## src/rtl/mem_rr_arbiter.sv

```systemverilog
// mem_rr_arbiter
//   Shares one single-outstanding memory port among PORT_COUNT requesters.
//   Each port's read/write request is latched into a pending slot. Slots are granted one at a
//   time with rotating priority, and the winner is forwarded downstream as a one-cycle request.
//   Read data and a one-cycle done pulse are returned to the port that owns the transaction.
//
// Ports
//   CLK, RST      clock (rising edge) and synchronous active-high reset
//   rw_flag_      per-port request, 2 bits each: 0 none, 1 read, 2 write, 3 treated as none
//   addr_         per-port address, ADDR_WIDTH bits each
//   write_data_   per-port write data, DATA_WIDTH bits each
//   write_mask_   per-port byte write mask, DATA_WIDTH/8 bits each
//   read_data_    per-port last read result, held until the next read on that port
//   busy          port has an accepted request that has not completed yet
//   done          one-cycle completion pulse per port
//   mem_rw_flag   downstream request, nonzero for exactly one cycle per issue
//   mem_addr      downstream address, valid with mem_rw_flag
//   mem_wdata     downstream write data
//   mem_mask      downstream write mask
//   mem_busy      downstream cannot accept an issue this cycle
//   mem_done      downstream completion pulse
//   mem_rdata     downstream read data, valid with mem_done

module mem_rr_arbiter #(
   parameter int unsigned PORT_COUNT = 4,
   parameter int unsigned ADDR_WIDTH = 32,
   parameter int unsigned DATA_WIDTH = 32
) (
   input  logic                                 CLK,
   input  logic                                 RST,
   input  logic [2*PORT_COUNT-1:0]              rw_flag_,
   input  logic [ADDR_WIDTH*PORT_COUNT-1:0]     addr_,
   input  logic [DATA_WIDTH*PORT_COUNT-1:0]     write_data_,
   input  logic [(DATA_WIDTH/8)*PORT_COUNT-1:0] write_mask_,
   output logic [DATA_WIDTH*PORT_COUNT-1:0]     read_data_,
   output logic [PORT_COUNT-1:0]                busy,
   output logic [PORT_COUNT-1:0]                done,
   output logic [1:0]                           mem_rw_flag,
   output logic [ADDR_WIDTH-1:0]                mem_addr,
   output logic [DATA_WIDTH-1:0]                mem_wdata,
   output logic [DATA_WIDTH/8-1:0]              mem_mask,
   input  logic                                 mem_busy,
   input  logic                                 mem_done,
   input  logic [DATA_WIDTH-1:0]                mem_rdata
);

   localparam int unsigned MW = DATA_WIDTH / 8;
   localparam int unsigned PW = $clog2(PORT_COUNT);

   localparam logic [1:0] FlagNone  = 2'd0;
   localparam logic [1:0] FlagRead  = 2'd1;
   localparam logic [1:0] FlagWrite = 2'd2;

   typedef enum logic [0:0] {
      StIdle,
      StWait
   } state_e;

   // ------------------------------------------------------------------
   // State
   // ------------------------------------------------------------------
   state_e state_q, state_d;

   // Pending slots; a valid slot stays valid while its transaction is in flight,
   // so pend_valid doubles as the busy indication.
   logic [PORT_COUNT-1:0]                 pend_valid_q, pend_valid_d;
   logic [PORT_COUNT-1:0][1:0]            pend_flag_q,  pend_flag_d;
   logic [PORT_COUNT-1:0][ADDR_WIDTH-1:0] pend_addr_q,  pend_addr_d;
   logic [PORT_COUNT-1:0][DATA_WIDTH-1:0] pend_data_q,  pend_data_d;
   logic [PORT_COUNT-1:0][MW-1:0]         pend_mask_q,  pend_mask_d;

   logic [PORT_COUNT-1:0][DATA_WIDTH-1:0] rdata_q, rdata_d;
   logic [PORT_COUNT-1:0]                 done_q,  done_d;

   logic [PW-1:0] last_q, last_d;   // most recently completed port
   logic [PW-1:0] serv_q, serv_d;   // port owning the outstanding transaction

   logic [1:0]            mem_rw_flag_q, mem_rw_flag_d;
   logic [ADDR_WIDTH-1:0] mem_addr_q,    mem_addr_d;
   logic [DATA_WIDTH-1:0] mem_wdata_q,   mem_wdata_d;
   logic [MW-1:0]         mem_mask_q,    mem_mask_d;

   // ------------------------------------------------------------------
   // Round-robin pick among pending slots, starting just after last_q
   // ------------------------------------------------------------------
   logic          grant_valid;
   logic [PW-1:0] grant_idx;

   always_comb begin : p_arb
      int unsigned cand;
      cand        = 0;
      grant_valid = 1'b0;
      grant_idx   = '0;
      for (int i = 0; i < PORT_COUNT; i++) begin
         cand = (32'(last_q) + 1 + i) % PORT_COUNT;
         if (!grant_valid && pend_valid_q[cand]) begin
            grant_valid = 1'b1;
            grant_idx   = PW'(cand);
         end
      end
   end

   // ------------------------------------------------------------------
   // Next-state logic
   // ------------------------------------------------------------------
   always_comb begin : p_next
      state_d       = state_q;
      pend_valid_d  = pend_valid_q;
      pend_flag_d   = pend_flag_q;
      pend_addr_d   = pend_addr_q;
      pend_data_d   = pend_data_q;
      pend_mask_d   = pend_mask_q;
      rdata_d       = rdata_q;
      done_d        = '0;
      last_d        = last_q;
      serv_d        = serv_q;
      mem_rw_flag_d = FlagNone;
      mem_addr_d    = mem_addr_q;
      mem_wdata_d   = mem_wdata_q;
      mem_mask_d    = mem_mask_q;

      // Accept new requests on idle ports; requests on busy ports are dropped and the
      // requester re-presents after its done pulse.
      for (int p = 0; p < PORT_COUNT; p++) begin
         if (!pend_valid_q[p] &&
             ((rw_flag_[2*p +: 2] == FlagRead) || (rw_flag_[2*p +: 2] == FlagWrite))) begin
            pend_valid_d[p] = 1'b1;
            pend_flag_d[p]  = rw_flag_[2*p +: 2];
            pend_addr_d[p]  = addr_[ADDR_WIDTH*p +: ADDR_WIDTH];
            pend_data_d[p]  = write_data_[DATA_WIDTH*p +: DATA_WIDTH];
            pend_mask_d[p]  = write_mask_[MW*p +: MW];
         end
      end

      case (state_q)
         StIdle: begin
            // mem_done here is stray (e.g. after a reset abandoned a transaction); ignore it.
            if (grant_valid && !mem_busy) begin
               mem_rw_flag_d = pend_flag_q[grant_idx];
               mem_addr_d    = pend_addr_q[grant_idx];
               mem_wdata_d   = pend_data_q[grant_idx];
               mem_mask_d    = pend_mask_q[grant_idx];
               serv_d        = grant_idx;
               state_d       = StWait;
            end
         end
         StWait: begin
            if (mem_done) begin
               done_d[serv_q]       = 1'b1;
               pend_valid_d[serv_q] = 1'b0;
               if (pend_flag_q[serv_q] == FlagRead) begin
                  rdata_d[serv_q] = mem_rdata;
               end
               last_d  = serv_q;
               state_d = StIdle;
            end
         end
         default: state_d = StIdle;
      endcase
   end

   // ------------------------------------------------------------------
   // Registers
   // ------------------------------------------------------------------
   always_ff @(posedge CLK) begin
      if (RST) begin
         state_q       <= StIdle;
         pend_valid_q  <= '0;
         pend_flag_q   <= '0;
         pend_addr_q   <= '0;
         pend_data_q   <= '0;
         pend_mask_q   <= '0;
         rdata_q       <= '0;
         done_q        <= '0;
         last_q        <= PW'(PORT_COUNT - 1);
         serv_q        <= '0;
         mem_rw_flag_q <= FlagNone;
         mem_addr_q    <= '0;
         mem_wdata_q   <= '0;
         mem_mask_q    <= '0;
      end else begin
         state_q       <= state_d;
         pend_valid_q  <= pend_valid_d;
         pend_flag_q   <= pend_flag_d;
         pend_addr_q   <= pend_addr_d;
         pend_data_q   <= pend_data_d;
         pend_mask_q   <= pend_mask_d;
         rdata_q       <= rdata_d;
         done_q        <= done_d;
         last_q        <= last_d;
         serv_q        <= serv_d;
         mem_rw_flag_q <= mem_rw_flag_d;
         mem_addr_q    <= mem_addr_d;
         mem_wdata_q   <= mem_wdata_d;
         mem_mask_q    <= mem_mask_d;
      end
   end

   // ------------------------------------------------------------------
   // Outputs
   // ------------------------------------------------------------------
   assign read_data_  = rdata_q;
   assign busy        = pend_valid_q;
   assign done        = done_q;
   assign mem_rw_flag = mem_rw_flag_q;
   assign mem_addr    = mem_addr_q;
   assign mem_wdata   = mem_wdata_q;
   assign mem_mask    = mem_mask_q;

endmodule

```

## config.mk

```make
export PLATFORM = sky130hd
export DESIGN_NAME = mem_rr_arbiter
export DESIGN_NICKNAME = d
export VERILOG_FILES = /design/src/rtl/mem_rr_arbiter.sv
export SDC_FILE = /design/constraint.sdc
export NUM_CORES = 1
export LEC_CHECK = 0
export BUFFER_PORTS_ARGS = -buffer_cell sky130_fd_sc_hd__buf_2
export CAP_MARGIN = 30
export CELL_PAD_IN_SITES_DETAIL_PLACEMENT = 1
export CELL_PAD_IN_SITES_GLOBAL_PLACEMENT = 1
export CORE_UTILIZATION = 38
export DETAILED_ROUTE_END_ITERATION = 8
export PLACE_DENSITY = 0.81
export SLEW_MARGIN = 20
export SYNTH_ARGS = -nofsm -noshare
export SYNTH_HDL_FRONTEND = slang
export SYNTH_SLANG_ARGS = --single-unit
```

## constraint.sdc

```tcl
create_clock -name CLK -period 2.3 [get_ports CLK]
set_input_delay 0.23 -clock CLK [delete_from_list [all_inputs] [get_ports CLK]]
set_output_delay 0.23 -clock CLK [all_outputs]
set_load 0.03 [all_outputs]
```

==> metrics.txt <==
run status=finished with violations; failing checks=setup timing; worst skew pair latency=~630 ps; Reg clk slew, reported paths=approximately 60 ps; global-route wire length before repair=144 mm; Vias/cell=5.86; final period utilization=102%; final setup margin=-46.0 ps; clk_skew=25.3 ps; crit end category=register; Slew HR=a little over half; final setup fails=2; Max VDD drop=543 µV; min-delay worst type=input port to register; Final min period=about 2300 ps; H-tree depth=2; non-filler cells, final=3749; vias in the first global route=between 20000 and 25000; Post-synth EDFFs=0; Yosys warning count=0; DRT Wirelength=106 mm; P_leak=between 10 and 15 nW; TritonCTS clock tree=built; startpoint types=register; placed cells=3309; setup TNS=-60.4 ps; routability cong.=~0.86; share of the synthesized area in the top cell type=52.1%; Worst path slowest cell=dfxtp_1; Final Hold Fails=0; Initial Utilization=between 30% and 40%; reg2reg start=last_q[1]; layout cells sized above 1=22.9%; Layout area overhead=45.0%; largest net degree at the start of global routing=111; grt ovf=0; post-synthesis cell area=between 15000 and 20000 µm²; commonest cells in the synthesized netlist=nand2_1, dfxtp_1, a21oi_1, mux2i_1, clkbuf_1; Mapped Cells=between 2000 and 2500; Fillers=~5700; WHS=52.7 ps; final instance area=~27000 µm²; Synth area leader=dfxtp_1; Worst-Margin Slew=about 710 ps; Die Ht=around 220 µm; Syn Area/Cell=between 8 and 9 µm²; drt initial violations=roughly 2400; via count=22000; CTS buffer count=52; Most common cell on crit path=o21ai_0; Worst EP arrival=around 2800 ps; Post-DP HPWL=approximately 50 mm; syn_nets=2568; Die W=roughly 220 µm; post-synthesis sequential area ratio=a little over half; post-route ant nets=0; critical hold path startpoint=rw_flag_[6]; Post-synth ARST share=0%; root buffer cell=clkbuf_16; total track usage=a little under two fifths; most common cell in the netlist=nand2_1; dpl cell area=between 20000 and 25000 µm²; Critical path origin=last_q[1]; Distinct cells, synth=between 40 and 50; # port buffers=between 500 and 600; io pins=approximately 520; # clock sinks=roughly 490; pwr/cell area=approximately 830 nW/µm²; MaxCap Viol Count=0; Rows=81; Final Max Tran Viols=0; Synth Register Bits=~490; Core Area=just under 50000 µm²; crit path cell chain=o21ai_0, o221ai_4, clkbuf_16, mux2i_1, a2bb2oi_1, o21ai_0; DRT Pass-1 Iters=5; fin nets=around 3300; antenna violations before repair=24; fmax=426 MHz; slowest stage delay, CP=between 400 and 500 ps; ranking of synthesized cells by area=dfxtp_1, nand2_1, a21oi_1, mux2i_1, a2bb2oi_1; DIE AREA=about 51000 µm²; top_reg_cell synth=dfxtp_1; CP Buf/Inv Count=1; DRC=0; kind of critical path=register to register; Max clock buf depth=3; CP required=between 2000 and 3000 ps; crit-path leading delay family=compound AO/OA/AOI/OAI gates; Avg WL per Cell=28.2 µm; final core occ=55.9%; critical path peak fanout=31
[flip-flops by register name, summed over array words and instances, names as in the netlist]
register / flops
pend_data_q: 128
serv_q: 2
busy: 4
mem_addr: 32
mem_mask: 4
pend_addr_q: 128
pend_flag_q: 8
state_q: 1
read_data_: 128
mem_wdata: 32
mem_rw_flag: 2
last_q: 2
done: 4
pend_mask_q: 16
[through the flow]
step | worst slack (ps) | total power (W)
final | -46.0 | 0.0226
after global routing | -269 | 0.0230
after CTS | 23.2 | 0.0218
after detailed placement | 135 | 0.0125
after global placement | 283 | 0.0124
after floorplan | 311 | 0.0112
[power by group]
group	internal (W)	total (W)	leakage, nW	switching, W
combinational	0.00152	0.00390	6.85	0.00238
sequential	0.00898	0.00941	4.00	0.000439
clock	0.00531	0.00925	0.890	0.00393
[what timing repair did]
item,in CTS,in global routing
resized for setup,0,2
endpoints found under the hold margin,410,0
endpoints found under the setup margin,0,13
hold buffers,316,0
setup buffers,0,1
[worst min-delay path, cell delays in order]
cell     delay (ps)
buf_2           130
o21ai_0         160
a21oi_1          80
[path summary, 6_finish.rpt]
kind | to | slack (ps) | cells past startpoint
setup / recovery | mem_wdata[25] | -50 | 6
hold / removal | pend_flag_q[6] | 50 | 3
setup reg to reg | mem_wdata[25] | -50 | 6
hold reg to reg | read_data_[100] | 450 | 2
[logic make-up after synthesis]
logic type	synth area share (%)
buffers and inverters	4.46
multiplexers	7.55
AO/OA/AOI/OAI	17.4
flip-flops	52.1
AND/OR/NAND/NOR	18.3
XOR/XNOR	0.186
[cell usage in the layout (no fill, tap or decap), drive strengths merged]
cell type	Yosys	routed
nor2	13	13
a2bb2oi	68	68
bufinv	0	6
clkbuf	112	79
nand2b	11	11
nand3	1	1
and3	2	2
mux2i	140	140
nor4	3	3
nand2	805	805
dlygate4sd3	0	316
diode	0	28
a211o	2	2
o221ai	1	1
nor3b	3	3
or2	2	2
nor2b	11	11
clkinv	0	10
or3	1	1
o21bai	4	4
xor2	4	4
and3b	1	1
a211oi	1	1
o21a	2	2
a21oi	411	411
o31ai	1	1
buf	68	574
o21ai	77	77
nor4b	1	1
mux2	2	2
nand4b	2	2
nor3	9	9
dfxtp	491	491
nand3b	3	3
[area by class of cell]
| type | count | area, µm² | area share [%] |
|---|---|---|---|
| multi-input cells | 1581 | 8280 | 30.3 |
| diodes | 28 | 70.1 | 0.256 |
| clock buffers | 78 | 1540 | 5.63 |
| repair buffers | 891 | 6520 | 23.8 |
| clock inverters | 16 | 270 | 0.988 |
| well taps | 664 | 831 | 3.04 |
| flip-flops and latches | 491 | 9830 | 35.9 |
[routing by layer]
layer  vias to the layer above  track usage (%)  wire length, µm
li1                       9048                -                -
met1                     10600             39.5            35900
met2                      1678             64.1            48800
met3                       667             11.4            11500
met4                        18             28.0             9200
met5                         -                0              126
(Power assumes the default switching activity.)
